File: src/rtl/md_seq_ctrl.sv
// md_seq_ctrl: sequencer between the ID/EX pipeline and the HI/LO multiply/divide unit.
// Accepts MULT/DIV/MFHI/MFLO/MTHI/MTLO, launches and times unit operations, stalls the
// pipeline while busy, returns HI/LO read data and flags divide-by-zero and timeout.
// Ports:
//   clk, reset (async, active-low)
//   op_valid/op_code/op_a/op_b/op_ready/flush/stall : pipeline op handshake
//   busy                                            : sequencer not idle
//   rd_data/rd_valid                                : MFHI/MFLO result
//   dz_err/to_err                                   : divide-by-zero / unit timeout pulses
//   md_reset/md_start/md_selmd/md_selhl/md_write    : unit control
//   md_da/md_db                                     : held unit operands
//   md_flag/md_dc                                   : unit done flag / read data
module md_seq_ctrl #(
  parameter int unsigned MUL_LAT   = 4,
  parameter int unsigned DIV_LAT   = 32,
  parameter int unsigned TIMEOUT   = 64,
  parameter bit          DIVZ_TRAP = 1'b1
) (
  input  logic        clk,
  input  logic        reset,
  input  logic        op_valid,
  input  logic [2:0]  op_code,
  input  logic [31:0] op_a,
  input  logic [31:0] op_b,
  output logic        op_ready,
  input  logic        flush,
  output logic        stall,
  output logic        busy,
  output logic [31:0] rd_data,
  output logic        rd_valid,
  output logic        dz_err,
  output logic        to_err,
  output logic        md_reset,
  output logic        md_start,
  output logic        md_selmd,
  output logic        md_selhl,
  output logic        md_write,
  output logic [31:0] md_da,
  output logic [31:0] md_db,
  input  logic        md_flag,
  input  logic [31:0] md_dc
);

  localparam int unsigned CMAX = (DIV_LAT > TIMEOUT) ? DIV_LAT : TIMEOUT;
  localparam int unsigned CW   = $clog2(CMAX) + 1;

  typedef enum logic [2:0] {
    S_INIT, S_IDLE, S_START, S_WAIT, S_WRITE, S_READ
  } state_t;

  typedef enum logic [2:0] {
    OP_NOP, OP_MULT, OP_DIV, OP_MFHI, OP_MFLO, OP_MTHI, OP_MTLO, OP_RSVD
  } op_t;

  state_t        state, state_n;
  op_t           op;
  logic [CW-1:0] cnt, cnt_n;
  logic          tmo, tmo_n;
  logic          accept;
  logic          reset_n, start_n, write_n, rdv_n, dz_n, to_n;
  logic          selmd_n, selhl_n;
  logic [31:0]   rdata_n, da_n, db_n;

  assign op     = op_t'(op_code);
  assign accept = op_valid & op_ready & ~flush;
  assign stall  = op_valid & ~op_ready;

  always_comb begin
    state_n = state;
    cnt_n   = cnt;
    tmo_n   = tmo;
    reset_n = 1'b0;
    start_n = 1'b0;
    write_n = 1'b0;
    rdv_n   = 1'b0;
    dz_n    = 1'b0;
    to_n    = 1'b0;
    selmd_n = md_selmd;
    selhl_n = md_selhl;
    rdata_n = rd_data;
    da_n    = md_da;
    db_n    = md_db;
    case (state)
      S_INIT: begin
        if (cnt == '0) begin
          state_n = S_IDLE;
        end else begin
          reset_n = 1'b1;
          cnt_n   = cnt - CW'(1);
        end
      end
      S_IDLE: begin
        if (accept) begin
          case (op)
            OP_MULT, OP_DIV: begin
              if (op == OP_DIV && DIVZ_TRAP && op_b == '0) begin
                dz_n = 1'b1;
              end else begin
                da_n    = op_a;
                db_n    = op_b;
                selmd_n = (op == OP_DIV);
                cnt_n   = (op == OP_DIV) ? CW'(DIV_LAT - 1) : CW'(MUL_LAT - 1);
                tmo_n   = 1'b0;
                state_n = S_START;
              end
            end
            OP_MFHI, OP_MFLO: begin
              da_n    = op_a;
              db_n    = op_b;
              selhl_n = (op == OP_MFHI);
              state_n = S_READ;
            end
            OP_MTHI, OP_MTLO: begin
              da_n    = op_a;
              db_n    = op_b;
              selhl_n = (op == OP_MTHI);
              state_n = S_WRITE;
            end
            default: ;
          endcase
        end
      end
      // md_start is registered on leaving START so a flush seen in START can still cancel it.
      S_START: begin
        cnt_n = cnt - CW'(1);
        if (flush) begin
          state_n = S_IDLE;
        end else begin
          start_n = 1'b1;
          state_n = S_WAIT;
        end
      end
      // Latency phase ignores md_flag; once it expires, cnt is reloaded for the timeout phase.
      S_WAIT: begin
        if (!tmo) begin
          if (cnt != '0) begin
            cnt_n = cnt - CW'(1);
          end else if (md_flag) begin
            state_n = S_IDLE;
          end else begin
            tmo_n = 1'b1;
            cnt_n = CW'(TIMEOUT);
          end
        end else begin
          if (md_flag) begin
            state_n = S_IDLE;
          end else if (cnt == '0) begin
            to_n    = 1'b1;
            state_n = S_IDLE;
          end else begin
            cnt_n = cnt - CW'(1);
          end
        end
      end
      S_WRITE: begin
        write_n = ~flush;
        state_n = S_IDLE;
      end
      S_READ: begin
        if (flush) begin
          state_n = S_IDLE;
        end else if (md_flag) begin
          rdata_n = md_dc;
          rdv_n   = 1'b1;
          state_n = S_IDLE;
        end
      end
      default: state_n = S_IDLE;
    endcase
  end

  always_ff @(posedge clk or negedge reset) begin
    if (!reset) begin
      state    <= S_INIT;
      cnt      <= CW'(1);
      tmo      <= 1'b0;
      op_ready <= 1'b0;
      busy     <= 1'b0;
      rd_data  <= '0;
      rd_valid <= 1'b0;
      dz_err   <= 1'b0;
      to_err   <= 1'b0;
      md_reset <= 1'b1;
      md_start <= 1'b0;
      md_selmd <= 1'b0;
      md_selhl <= 1'b0;
      md_write <= 1'b0;
      md_da    <= '0;
      md_db    <= '0;
    end else begin
      state    <= state_n;
      cnt      <= cnt_n;
      tmo      <= tmo_n;
      op_ready <= (state_n == S_IDLE);
      busy     <= (state_n != S_IDLE);
      rd_data  <= rdata_n;
      rd_valid <= rdv_n;
      dz_err   <= dz_n;
      to_err   <= to_n;
      md_reset <= reset_n;
      md_start <= start_n;
      md_selmd <= selmd_n;
      md_selhl <= selhl_n;
      md_write <= write_n;
      md_da    <= da_n;
      md_db    <= db_n;
    end
  end

endmodule
File: config.mk
export PLATFORM = sky130hd
export DESIGN_NAME = md_seq_ctrl
export DESIGN_NICKNAME = d
export VERILOG_FILES = /design/src/rtl/md_seq_ctrl.sv
export SDC_FILE = /design/constraint.sdc
export NUM_CORES = 1
export LEC_CHECK = 0
export CAP_MARGIN = 0
export CORE_MARGIN = 1.5
export CORE_UTILIZATION = 43
export CTS_CLUSTER_SIZE = 8
export DETAILED_ROUTE_END_ITERATION = 8
export GPL_TIMING_DRIVEN = 0
export PLACE_DENSITY_LB_ADDON = 0.25
export SLEW_MARGIN = 20
export SYNTH_ARGS = -nofsm -noshare
export SYNTH_HDL_FRONTEND = slang
export SYNTH_SLANG_ARGS = --single-unit
File: constraint.sdc
create_clock -name clk -period 2.6 [get_ports clk]
set_input_delay 0.39 -clock clk [delete_from_list [all_inputs] [get_ports clk]]
set_output_delay 0.39 -clock clk [all_outputs]
set_load 0.01 [all_outputs]
==> flow_metrics.tcl <==
set metrics [dict create \
    tightestPinTransition_ns 0.5937 \
    async_reset_ff_share_pct 100.0 \
    maxSlewViolCount 0 \
    core-area_mm2 0.01161 \
    synthTopCellsByCount "dfrtp_1 (115), nand2_1 (108), mux2_4 (60), nor2_1 (17), o21ai_0 (14)" \
    first_global_vias 4469 \
    cp.required_ns 2.88 \
    slew_headroom_pct 60.27 \
    syn_inst 431 \
    grt_antenna_before_repair 0 \
    drive_gt1_share_pct 17.36 \
    finalClockSkew_ns 0.007288 \
    die_x_um 112.9 \
    yosysWarnings 0 \
    cts_buffer_depth 2 \
    leakage_nw 3.606 \
    seq_area_frac_synth_pct 56.43 \
    grt_pass1_wl_um 22130 \
    cp-start-kind "input port" \
    placed_cells 782 \
    dieHeight_um 112.9 \
    vias 4127 \
    fmax_mhz 393.5 \
    synth-simple-area-share_pct 15.78 \
    drt_iter0_drc 268 \
    synth_top_family_by_area "multiplexers" \
    setup_viol 0 \
    synth_top_area_share_pct 55.42 \
    ys_ff_latch 117 \
    routed_wl_um 13750 \
    area_growth_pct 55.61 \
    grt_max_degree 72 \
    vdd_drop_max_uv 652.9 \
    globalplace.congestion 0.8787 \
    synth_area_mm2 0.005192 \
    synthesis.nets 537 \
    cts_sinks 117 \
    powerDensity_mw_per_mm2 1136 \
    wl_per_cell_um 16.82 \
    crit_arrival_ns 2.83 \
    finalCritPeriodShare_pct 97.74 \
    rsz0062_at_grt "false" \
    synth_edf_count 0 \
    synth_compound_area_share_pct 4.795 \
    period_needed_ns 2.541 \
    clkTransAtPathRegs_ns 0.05 \
    placed_area_mm2 0.007472 \
    ys_types 46 \
    port-buffer-count 207 \
    rows 39 \
    synth_ff_type "dfrtp_1" \
    final_cell_count_no_fill 817 \
    n_antenna_cell 0 \
    synth_top_cell_by_area "dfrtp_1" \
    criticalPathCategory "input port to flop" \
    hp-class "input port to flop" \
    drc 0 \
    worstSetupEndpointType "flop" \
    cts-root-buf "clkbuf_16" \
    via_per_inst 5.051 \
    synth.most_common_cell "dfrtp_1" \
    track_usage_pct 22.16 \
    grt.overflow.total 0 \
    place.detailed.hpwl_um 10070 \
    firstDrtPassIters 4 \
    cts_buffers 17 \
    synthXorXnorAreaFrac_pct 0.3373 \
    total_power_mw 9.176 \
    crit_fanout 10 \
    stdcell_area_mm2 0.008080 \
    yosys-top-cells-area "dfrtp_1 (55%), mux2_4 (17%), nand2_1 (7.8%)" \
    maxCapViolCount 0 \
    die_area_mm2 0.01274 \
    cts_max_level 4 \
    io_pins 211 \
    cts_tree "built" \
    synthAdderAreaFrac_pct 0.4819 \
    hold_violations 0 \
    status "finished, final reports clean" \
    syn_area_per_cell_um2 12.05 \
    initial_utilization_pct 44.71 \
    nNetsFinal 767 \
    fillers 856 \
    muxShareOfSynthArea_pct 18.22 \
    clock_latency_ns 0.41 \
    postRouteAntennaNets 0 \
]
stage by stage:
| stage | util [%] | hold slack (ns) | setup slack, ns | setup TNS, ns |
|---|---|---|---|---|
| final | 69.58 | 0.3633 | 0.05888 | 0 |
| after global routing | 69.58 | 0.3868 | 0.006052 | 0 |
| after CTS | 69.27 | 0.3304 | 0.01036 | 0 |
| after detailed placement | 64.34 | 0.3500 | -0.4241 | -25.78 |
| after global placement | 64.09 | 0.4595 | -3.195 | -393.21 |
| after floorplan | - | 0.09441 | 0.3047 | 0 |
cell usage in the layout, fill, tap and decap left out, types with 10 or more instances in the layout:
cell             synthesis  layout
clkbuf_1                 9      10
clkbuf_16                0      17
clkdlybuf4s50_1          0     206
nand2_1                108     108
o21ai_0                 14      14
a21oi_1                 10      10
nor2_1                  17      17
dfrtp_1                115     115
mux2_4                  60      60
worst max-delay path, cell delays in order:
cell             delay (ns)
clkdlybuf4s50_1        0.47
nand3b_1               0.24
or3_1                  0.32
buf_2                  0.17
or3b_4                 0.44
o21ai_4                0.25
buf_12                 0.22
mux2_4                 0.31
what timing repair did:
action | in CTS | in global routing
hold endpoints to repair | 44 | 0
gates resized for setup | 0 | 6
buffers inserted | 0 | 2
setup endpoints to repair | 0 | 69
hold buffers | 1 | 0
sequential cells by signal (all words and copies together), names as in the netlist, 3 cells and up:
name,count
md_da,32
md_db,32
rd_data,32
cnt,7
state,3
where the power goes:
part | leakage, nW | switching [mW] | internal (mW) | total [mW]
clock network | 0.258 | 0.820 | 1.36 | 2.18
registers | 1.46 | 0.479 | 2.60 | 3.08
logic | 1.89 | 1.52 | 2.40 | 3.91
final cells by class:
type | count | area [um^2] | share of cell area [%]
sequential | 117 | 2930 | 36.27
timing repair buffer | 211 | 2130 | 26.35
multi-input combinational | 286 | 2072 | 25.64
clock buffer | 21 | 460.4 | 5.698
tap | 143 | 178.9 | 2.214
buffer | 20 | 176.4 | 2.183
clock inverter | 11 | 102.6 | 1.270
inverter | 8 | 30.03 | 0.3716
layer usage:
layer	global-route usage [%]	routed length (um)
met1	26.28	5663
met2	36.06	6383
met3	8.141	1243
met4	10.42	454
met5	0	0
cells by family after synthesis:
| kind of cell | count (synthesis) |
|---|---|
| AOI/OAI and AO/OA | 40 |
| xor gates and xnor gates | 2 |
| adders and majority gates | 2 |
| buffers and inverters | 28 |
| DFF | 117 |
| muxes | 64 |
| and+or+nand+nor | 178 |
final timing paths:
kind,startpoint,endpoint,slack [ns],depth (start not counted)
hold reg to reg,rd_data[13],rd_data[13],0.47,2
min in group asynchronous,reset,md_da[6],0.49,2
max in group asynchronous,reset,dz_err,1.40,3
hold / removal,op_code[2],md_selhl,0.36,2
setup reg to reg,state[1],md_da[25],0.14,7
setup / recovery,flush,md_da[25],0.06,8
No activity file was read; power rests on OpenSTA's default activity.
